--- src/rtl/hub75_plane_fetch.sv ---
// hub75_plane_fetch: reads one row pair from the frame buffer and packs one bit-plane into six column vectors
//   clock, reset_n        : clock (rising edge), asynchronous active-low reset
//   req_valid/req_ready   : plane request handshake; req_row/req_plane latched on acceptance
//   mem_rd_en/mem_addr    : frame-buffer read strobe and address {half,row,col}
//   mem_rdata             : pixel {R,G,B}, returned one cycle after the read
//   plane_valid/plane_ack : output handshake for r1,g1,b1 (row r) and r2,g2,b2 (row r+ROWS/2)
//   busy                  : high whenever a request is being processed
module hub75_plane_fetch #(
    parameter int COLS       = 64,
    parameter int ROWS       = 64,
    parameter int COLOR_BITS = 4,
    parameter int AW         = $clog2(ROWS*COLS)
) (
    input  logic                            clock,
    input  logic                            reset_n,
    input  logic                            req_valid,
    output logic                            req_ready,
    input  logic [$clog2(ROWS/2)-1:0]       req_row,
    input  logic [$clog2(COLOR_BITS):0]     req_plane,
    output logic                            mem_rd_en,
    output logic [AW-1:0]                   mem_addr,
    input  logic [3*COLOR_BITS-1:0]         mem_rdata,
    output logic                            plane_valid,
    input  logic                            plane_ack,
    output logic [COLS-1:0]                 r1,
    output logic [COLS-1:0]                 g1,
    output logic [COLS-1:0]                 b1,
    output logic [COLS-1:0]                 r2,
    output logic [COLS-1:0]                 g2,
    output logic [COLS-1:0]                 b2,
    output logic                            busy
);
    localparam int CB  = COLOR_BITS;
    localparam int RW  = $clog2(ROWS/2);
    localparam int CW  = $clog2(2*COLS);
    localparam int PIW = $clog2(CB);
    localparam int PW  = PIW + 1;
    localparam logic [CW-1:0] LAST = CW'(2*COLS-1);
    localparam logic [PW-1:0] CBL  = PW'(CB);

    typedef enum logic [2:0] {IDLE, FETCH, DRAIN, LOAD, ZERO} state_t;
    state_t state, nxt;

    logic [CW-1:0] cnt;
    logic [RW-1:0] row_q;
    logic [PIW-1:0] pi_q;
    logic rd_q, half_q;
    logic [CW-2:0] col_q;
    logic [5:0][COLS-1:0] abuf, vec;
    logic [CB-1:0] rr, gg, bb;
    logic [2:0] base;
    logic accept, oor, load, zero;

    assign rr = mem_rdata[3*CB-1:2*CB];
    assign gg = mem_rdata[2*CB-1:CB];
    assign bb = mem_rdata[CB-1:0];
    assign oor = req_plane >= CBL;
    assign base = half_q ? 3'd3 : 3'd0;
    // cnt[0] alternates top/bottom; the address holds once cnt stops counting
    assign mem_addr = {cnt[0], row_q, cnt[CW-1:1]};
    assign {b2, g2, r2, b1, g1, r1} = vec;

    always_ff @(posedge clock or negedge reset_n)
        if (!reset_n) state <= IDLE;
        else state <= nxt;

    always_comb begin
        nxt = state;
        case (state)
            IDLE:    nxt = accept ? (oor ? ZERO : FETCH) : IDLE;
            FETCH:   nxt = (cnt == LAST) ? DRAIN : FETCH;
            DRAIN:   nxt = LOAD;
            default: nxt = IDLE;
        endcase
    end

    always_comb begin
        mem_rd_en = state == FETCH;
        busy      = state != IDLE;
        load      = state == LOAD;
        zero      = state == ZERO;
        req_ready = (state == IDLE) && (!plane_valid || plane_ack);
        accept    = req_valid && req_ready;
    end

    always_ff @(posedge clock or negedge reset_n) begin
        if (!reset_n) begin
            cnt         <= '0;
            row_q       <= '0;
            pi_q        <= '0;
            rd_q        <= 1'b0;
            half_q      <= 1'b0;
            col_q       <= '0;
            abuf        <= '0;
            vec         <= '0;
            plane_valid <= 1'b0;
        end else begin
            // rd_q/half_q/col_q tag the return that arrives on the next cycle
            rd_q   <= mem_rd_en;
            half_q <= cnt[0];
            col_q  <= cnt[CW-1:1];
            if (accept && !oor) begin
                cnt   <= '0;
                row_q <= req_row;
                pi_q  <= req_plane[PIW-1:0];
            end else if (mem_rd_en && cnt != LAST) begin
                cnt <= cnt + 1'b1;
            end
            if (rd_q) begin
                abuf[base][col_q]        <= rr[pi_q];
                abuf[base + 3'd1][col_q] <= gg[pi_q];
                abuf[base + 3'd2][col_q] <= bb[pi_q];
            end
            if (load) vec <= abuf;
            else if (zero) vec <= '0;
            plane_valid <= (load || zero) ? 1'b1 : plane_ack ? 1'b0 : plane_valid;
        end
    end
endmodule

--- config.mk ---
export PLATFORM = sky130hd
export DESIGN_NAME = hub75_plane_fetch
export DESIGN_NICKNAME = d
export VERILOG_FILES = /design/src/rtl/hub75_plane_fetch.sv
export SDC_FILE = /design/constraint.sdc
export NUM_CORES = 1
export LEC_CHECK = 0
export ABC_AREA = 1
export CORE_MARGIN = 2
export CORE_UTILIZATION = 47
export DETAILED_ROUTE_END_ITERATION = 8
export PLACE_DENSITY = 0.78
export SETUP_SLACK_MARGIN = 0.5
export SLEW_MARGIN = 20
export SYNTH_ARGS = -nofsm -noshare
export SYNTH_HDL_FRONTEND = slang
export SYNTH_SLANG_ARGS = --single-unit
--- constraint.sdc ---
create_clock -name clock -period 1.5 [get_ports clock]
set_input_delay 0.3 -clock clock [delete_from_list [all_inputs] [get_ports clock]]
set_output_delay 0.3 -clock clock [all_outputs]
set_load 0.03 [all_outputs]
==> results of run 1 <==
-- metrics by stage --
step	setup slack [ns]	instance area (um^2)
after floorplan	0.0756	31200
after global placement	-0.328	37800
after detailed placement	-0.368	37800
after CTS	-0.477	42800
after global routing	-0.481	43300
final	-0.436	43300
-- sequential cells by signal, summed over array words and instances, names as in the netlist --
name	count
abuf	384
b1	64
b2	64
g1	64
g2	64
r1	64
r2	64
cnt	7
col_q	6
row_q	5
state	3
pi_q	2
half_q	1
plane_valid	1
rd_q	1
-- layer usage --
layer / GRT usage / share of wire / vias to the layer above
li1: - / - / 11400
met1: 0.358 / 0.39 / 12400
met2: 0.491 / 0.51 / 1021
met3: 0.0512 / 0.070 / 221
met4: 0.117 / 0.039 / 0
met5: 0 / 0 / -
-- power by group --
group / switching [uW] / leakage (uW) / internal (uW)
registers: 110 / 0.00944 / 21600
clock network: 8650 / 0.00140 / 13100
logic: 908 / 0.0123 / 504
-- critical path: cells and delay by family, from the launching register on --
| family | cells | cell delay (ns) |
|---|---|---|
| buf+inv | 3 | 0.37 |
| flops | 1 | 0.45 |
| simple gates | 2 | 0.21 |
-- kinds of logic (layout without fill, tap and decap cells) --
family | Yosys count | count (layout) | synth area share
and+or+nand+nor | 1072 | 1073 | 0.137
DFF | 794 | 794 | 0.661
AOI/OAI and AO/OA | 771 | 771 | 0.128
buffers and inverters | 550 | 1280 | 0.0724
xor gates and xnor gates | 2 | 2 | 0.000583
adders and majority gates | 1 | 1 | 0.000416
-- cells in the mapped netlist (all sizes together) --
| cell | number | area (um^2) |
|---|---|---|
| ha | 1 | 12.5 |
| or2 | 2 | 12.5 |
| dfrtp | 794 | 19900 |
| nand3 | 30 | 165 |
| o21ai | 770 | 3850 |
| nand3b | 1 | 7.51 |
| nand2 | 954 | 3580 |
| a21oi | 1 | 5.00 |
| buf | 53 | 297 |
| nor2 | 78 | 298 |
| nor3 | 4 | 35.0 |
| xor2 | 2 | 17.5 |
| inv | 412 | 1550 |
| clkbuf | 85 | 333 |
| nand4 | 3 | 18.8 |
-- path summary, 6_finish.rpt --
path	start	endpoint	slack (ns)
worst max-delay path	state[2]	req_ready	-0.44
worst min register to register	abuf[54]	abuf[54]	0.48
worst min-delay path	reset_n	b2[53]	0.17
max in group asynchronous	reset_n	b1[43]	0.47
min in group clock	req_plane[0]	pi_q[0]	0.23
worst max register to register	state[0]	r2[16]	-0.33
-- area by class of cell --
cell class / count / share of cell area
Multi-Input combinational cell: 1847 / 0.211
Timing Repair Buffer: 722 / 0.202
Inverter: 412 / 0.0374
Sequential cell: 794 / 0.459
Clock inverter: 35 / 0.0120
Tap cell: 846 / 0.0244
Clock buffer: 111 / 0.0544
-- repair_timing --
| item | in CTS | in global routing |
|---|---|---|
| cloned | 12 | 13 |
| gates resized for setup | 2481 | 99 |
| setup buffers | 125 | 15 |
| endpoints found under the hold margin | 166 | 0 |
| pin swaps | 20 | 5 |
| endpoints found under the setup margin | 1186 | 1282 |
| hold buffers | 1 | 0 |
==> Flow_metrics.wiki, run 1 <==
{| class="wikitable"
! Metric !! Value
|-
| Worst path setup slack after routing || -0.436 ns
|-
| Y dimension of the die || 257 um
|-
| Number of rows in the core area || 92
|-
| Number of instances in the synthesized netlist || 3190
|-
| Violated checks || setup timing
|-
| Number of routed nets with antenna violations || 0
|-
| First DRT Iteration DRCs || 1892
|-
| Overflow left after global routing || 0
|-
| Actual transition at the worst max-transition pin || 0.541 ns
|-
| Result of the run || finished, violations left
|-
| Share of final-layout standard cells stronger than drive strength 1 || 0.276
|-
| Worst max-slew margin expressed relative to the limit || 0.639
|-
| Core utilization of the finished layout || 0.685
|-
| Core Footprint || 63200 um^2
|-
| Non-filler cells, final || 4767
|-
| Sum of negative setup slack || -102.90 ns
|-
| Yosys warning count || 0
|-
| Count of vias placed by the detailed router || 25.0k
|-
| Number of antenna diodes || 0
|-
| Max cap viols || 0
|-
| Fin crit share || 1.29
|-
| Total Power Consumption || 44900 uW
|-
| Critical Path RT || 1.20 ns
|-
| Chain of cells forming the critical path || inv_2 > nand2_4 > nor2_4 > buf_6 > buf_12
|-
| Total of fill cells in the finished design || 4336
|-
| Achievable frequency || 516 MHz
|-
| Pin count of the biggest net entering global routing || 96
|-
| Combined flip-flop and latch cell area || 19900 um^2
|-
| Number of buffers created by CTS || 81
|-
| Hold violation total from the final report || 0
|-
| Via density || 5.24
|-
| Die area || 66000 um^2
|-
| Critical path data arrival time || 1.64 ns
|-
| Leading cell types in the layout, fill and taps excluded || sky130_fd_sc_hd__nand2_1, sky130_fd_sc_hd__dfrtp_1, sky130_fd_sc_hd__o21ai_0, sky130_fd_sc_hd__inv_1, sky130_fd_sc_hd__buf_6
|-
| Global-route wire length before repair || 146000 um
|-
| Maximum net fanout on the critical path || 4
|-
| Number of primary I/O pins || 424
|-
| DP Wirelength || 60000 um
|-
| Mapped Area || 30100 um^2
|-
| Unrepaired setup endpoints after global routing || true
|-
| Startpoint kind of the worst setup timing path || flop
|-
| Buffer cell driving the clock tree root || sky130_fd_sc_hd__clkbuf_16
|-
| Number of placed cells counting well taps || 4455
|-
| Slowest Stage Delay on Critical Path || 0.45 ns
|-
| CTS tree || yes
|-
| Class of the most critical setup path || flop to primary output
|-
| Number of synthesized register bits || 794
|-
| Total iterations of the first detailed-routing run || 6
|-
| Wirelength per Cell || 20.4 um
|-
| Vias in the first global route || 25.3k
|-
| Number of sinks on the clock net || 794
|-
| Mapped Avg Cell Area || 9.42 um^2
|-
| Clock latency at the later pin of the worst-skew pair || 0.62 ns
|-
| Antenna violations before repair || 0
|-
| Power per Cell Area || 1040 nW/um^2
|-
| Commonest non-fill, non-tap cell in the layout || sky130_fd_sc_hd__nand2_1
|-
| Leakage || 0.0231 uW
|-
| Register-to-Register Path Depth || 11
|-
| Initial core utilization || 0.476
|-
| Post-synthesis cell type count || 23
|-
| Max-slew violations || 0
|-
| GRT Resource Usage Total || 0.286
|-
| Clock slew at reported path FFs || 0.06 ns
|-
| Register area share after synthesis || 0.661
|-
| CTS HTree Levels || 3
|-
| Detailed Route WL || 97100 um
|-
| Multi-input combinational cell area || 9130 um^2
|-
| Kind of end point of the critical path || primary output
|-
| Maximum buffer depth of the clock tree || 3
|-
| CP max-delay cell || sky130_fd_sc_hd__dfrtp_1
|-
| Hold WC Path Type || primary input to asynchronous set/reset pin
|-
| Peak ir drop on the vdd network || 0.000801 V
|-
| # DRC || 0
|-
| Net total in the final layout || 3883
|-
| GP Congestion || 0.874
|-
| Area growth syn-to-layout || 44.1%
|-
| Die extent in x || 257 um
|-
| Final worst hold slack || 0.172 ns
|-
| Number of input and output port buffers inserted || 423
|-
| Shortest clock period the worst path allows after layout || 1.94 ns
|-
| Worst-case clock skew || 0.0225 ns
|-
| Total of endpoints with negative setup slack in the final report || 686
|-
| Syn nets || 3215
|}
No activity file was read; power rests on OpenSTA's default activity.
==> run 2: changes to the inputs <==
Settings changed: PLACE_DENSITY 0.78 to 0.75.
Clock period 1.5 ns to 2.16 ns, I/O delays scaled along.
==> run 2 against run 1 <==
The flow now finishes without violations. Clock skew fell by 0.0034 ns. Power fell by 32%. Worst setup slack improved by 0.55 ns. Die area did not move. Sequential share of layout area rose by 3.4 points. Core utilization fell by 4.7 points. Clock-buffer cell count rose by 8. Cell count fell by 1.3%. Critical endpoint is now r2[0]. Largest power group unchanged.
==> Flow_metrics.wiki, run 2 (synthesized netlist as in run 1, its figures left out) <==
{| class="wikitable"
! Metric !! Value
|-
| Worst path setup slack after routing || 0.117 ns
|-
| Result of the run || completed
|-
| Kind of end point of the critical path || flop
|-
| Max-slew violations || 0
|-
| Number of placed cells counting well taps || 4398
|-
| Wirelength per Cell || 22.3 um
|-
| Antenna violations before repair || 4
|-
| Maximum buffer depth of the clock tree || 3
|-
| Power per Cell Area || 755 nW/um^2
|-
| Global-route met3 utilization || 0.0479
|-
| Die extent in x || 257 um
|-
| Met1 track demand over resource || 0.349
|-
| Hold WC Path Type || primary input to asynchronous set/reset pin
|-
| Area growth syn-to-layout || 34.2%
|-
| Clock network fraction of total power || 0.473
|-
| Total iterations of the first detailed-routing run || 6
|-
| Y dimension of the die || 257 um
|-
| Count of vias placed by the detailed router || 25.1k
|-
| Via density || 5.33
|-
| Post-placement setup slack || 0.191 ns
|-
| Achievable frequency || 489 MHz
|-
| Overflow left after global routing || 0
|-
| GP Congestion || 0.791
|-
| Worst max-slew margin expressed relative to the limit || 0.678
|-
| Clock slew at reported path FFs || 0.06 ns
|-
| Shortest clock period the worst path allows after layout || 2.04 ns
|-
| Combinational fraction of design power || 0.032
|-
| Vias in the first global route || 22.9k
|-
| Non-filler cells, final || 4703
|-
| Power dissipated by switching net loads || 6660 uW
|-
| CTS tree || yes
|-
| Max reg flops || 384
|-
| Critical Path RT || 2.64 ns
|-
| Class of the most critical setup path || flop to flop
|-
| Initial core utilization || 0.476
|-
| Critical path data arrival time || 2.53 ns
|-
| Maximum net fanout on the critical path || 7
|-
| Buffer cell driving the clock tree root || sky130_fd_sc_hd__clkbuf_16
|-
| CTS HTree Levels || 3
|-
| Number of routed nets with antenna violations || 0
|-
| Number of rows in the core area || 92
|-
| Global-route wire length before repair || 134000 um
|-
| Switching part of the total || 0.219
|-
| Portion of total power attributed to sequential cells || 0.495
|-
| Leakage || 0.0223 uW
|-
| Total of endpoints with negative setup slack in the final report || 0
|-
| Worst-case clock skew || 0.0191 ns
|-
| Peak ir drop on the vdd network || 0.000517 V
|-
| Core Footprint || 63200 um^2
|-
| Pin count of the biggest net entering global routing || 198
|-
| Fin crit share || 0.946
|-
| Startpoint kind of the worst setup timing path || flop
|-
| Net total in the final layout || 3814
|-
| Detailed Route WL || 105000 um
|-
| Die area || 66000 um^2
|-
| Sum of negative setup slack || 0 ns
|-
| Total Power Consumption || 30500 uW
|-
| GRT Resource Usage Total || 0.260
|-
| Hold violation total from the final report || 0
|-
| Register-to-register setup slack || 0.12 ns
|-
| Number of primary I/O pins || 424
|-
| First DRT Iteration DRCs || 2468
|-
| Unrepaired setup endpoints after global routing || true
|-
| Commonest non-fill, non-tap cell in the layout || sky130_fd_sc_hd__nand2_1
|-
| # DRC || 0
|-
| Internal Pwr Total || 23800 uW
|-
| Number of sinks on the clock net || 794
|-
| Met2 Track Usage GR || 0.421
|-
| Leading cell types in the layout, fill and taps excluded || sky130_fd_sc_hd__nand2_1, sky130_fd_sc_hd__dfrtp_1, sky130_fd_sc_hd__o21ai_0, sky130_fd_sc_hd__inv_1, sky130_fd_sc_hd__buf_4
|-
| Number of input and output port buffers inserted || 423
|-
| Register with the most flip-flops || abuf
|-
| DP Wirelength || 55800 um
|-
| Share of final-layout standard cells stronger than drive strength 1 || 0.244
|-
| GR peak layer || met2
|-
| Max cap viols || 0
|-
| Actual transition at the worst max-transition pin || 0.483 ns
|-
| Clock latency at the later pin of the worst-skew pair || 0.63 ns
|-
| Number of buffers created by CTS || 80
|}
## run 2: changes by cell type in the layout (fill, tap and decap cells not counted), moves of 10 or more
cell / previous run / this run
sky130_fd_sc_hd__o21ai_0: 476 / 736
sky130_fd_sc_hd__o21ai_1: 289 / 32
sky130_fd_sc_hd__buf_6: 362 / 118
sky130_fd_sc_hd__clkbuf_2: 0 / 149
sky130_fd_sc_hd__buf_2: 0 / 82
sky130_fd_sc_hd__buf_12: 111 / 39
sky130_fd_sc_hd__nor2_4: 61 / 14
sky130_fd_sc_hd__buf_4: 199 / 161
sky130_fd_sc_hd__nand2_1: 836 / 872
sky130_fd_sc_hd__nor2_2: 2 / 34
sky130_fd_sc_hd__clkbuf_16: 93 / 120
sky130_fd_sc_hd__nand2_2: 101 / 76
sky130_fd_sc_hd__nor2_1: 15 / 30
sky130_fd_sc_hd__clkbuf_4: 0 / 10
## run 2: repair_timing
action                     in CTS  in global routing
hold buffers                    1                  0
hold endpoints to repair       26                  0
cloned                          0                 70
setup endpoints to repair     922               1079
pin swaps                       3                  9
resized for setup            1041               1151
setup buffers                  25                 59
## run 2: power groups by stage
stage          clock network (uW)  registers, uW  logic [uW]
3_5_place_dp                    0          15400         797
4_1_cts                     14500          15100         803
6_report                    14400          15100         966
2_1_floorplan                   0          15300         224
3_3_place_gp                    0          15400         781
5_1_grt                     15200          15100        1060
## run 2: layout make-up
type                            instances  area [um^2]
Timing Repair Buffer                  646         6360
Multi-Input combinational cell       1849         8580
Clock buffer                          119         2380
Inverter                              412         1590
Timing Repair inverter                  6          129
Tap cell                              846         1060
Clock inverter                         26          334
Fill cell                            5002        22900
Antenna cell                            5         12.5
Sequential cell                       794        19900
## run 2: through the flow
| stage | area [um^2] | hold WS, ns | util |
|---|---|---|---|
| 2_1_floorplan | 30100 | 0.136 | - |
| 3_3_place_gp | 35800 | 0.388 | 0.566 |
| 4_1_cts | 38300 | 0.321 | 0.606 |
| 5_1_grt | 40300 | 0.354 | 0.638 |
| 6_report | 40300 | 0.326 | 0.638 |
| 3_5_place_dp | 35800 | 0.387 | 0.566 |
## run 2: worst paths after layout
path / start / endpoint / depth (start not counted)
max in group asynchronous: reset_n / abuf[316] / 3
min in group clock: req_row[3] / row_q[3] / 3
max: state[1] / r2[0] / 13
min reg2reg: cnt[0] / half_q / 0
max reg2reg: state[1] / r2[0] / 13
min: reset_n / r2[16] / 2
## run 2: critical path, stage by stage (launching register included)
cell	delay, ns
sky130_fd_sc_hd__dfrtp_1	0.44
sky130_fd_sc_hd__buf_4	0.15
sky130_fd_sc_hd__buf_6	0.08
sky130_fd_sc_hd__buf_6	0.09
sky130_fd_sc_hd__buf_6	0.09
sky130_fd_sc_hd__nand3_4	0.09
sky130_fd_sc_hd__buf_12	0.15
sky130_fd_sc_hd__nand2_8	0.12
sky130_fd_sc_hd__clkinv_16	0.10
sky130_fd_sc_hd__buf_16	0.18
sky130_fd_sc_hd__buf_12	0.14
sky130_fd_sc_hd__buf_8	0.14
sky130_fd_sc_hd__nand2_1	0.06
sky130_fd_sc_hd__o21ai_0	0.08
## run 2: routing by layer
metal / share of wire / routed length [um]
met1: 0.40 / 42000
met2: 0.48 / 50100
met3: 0.077 / 8070
met4: 0.044 / 4610
met5: 0 / 0
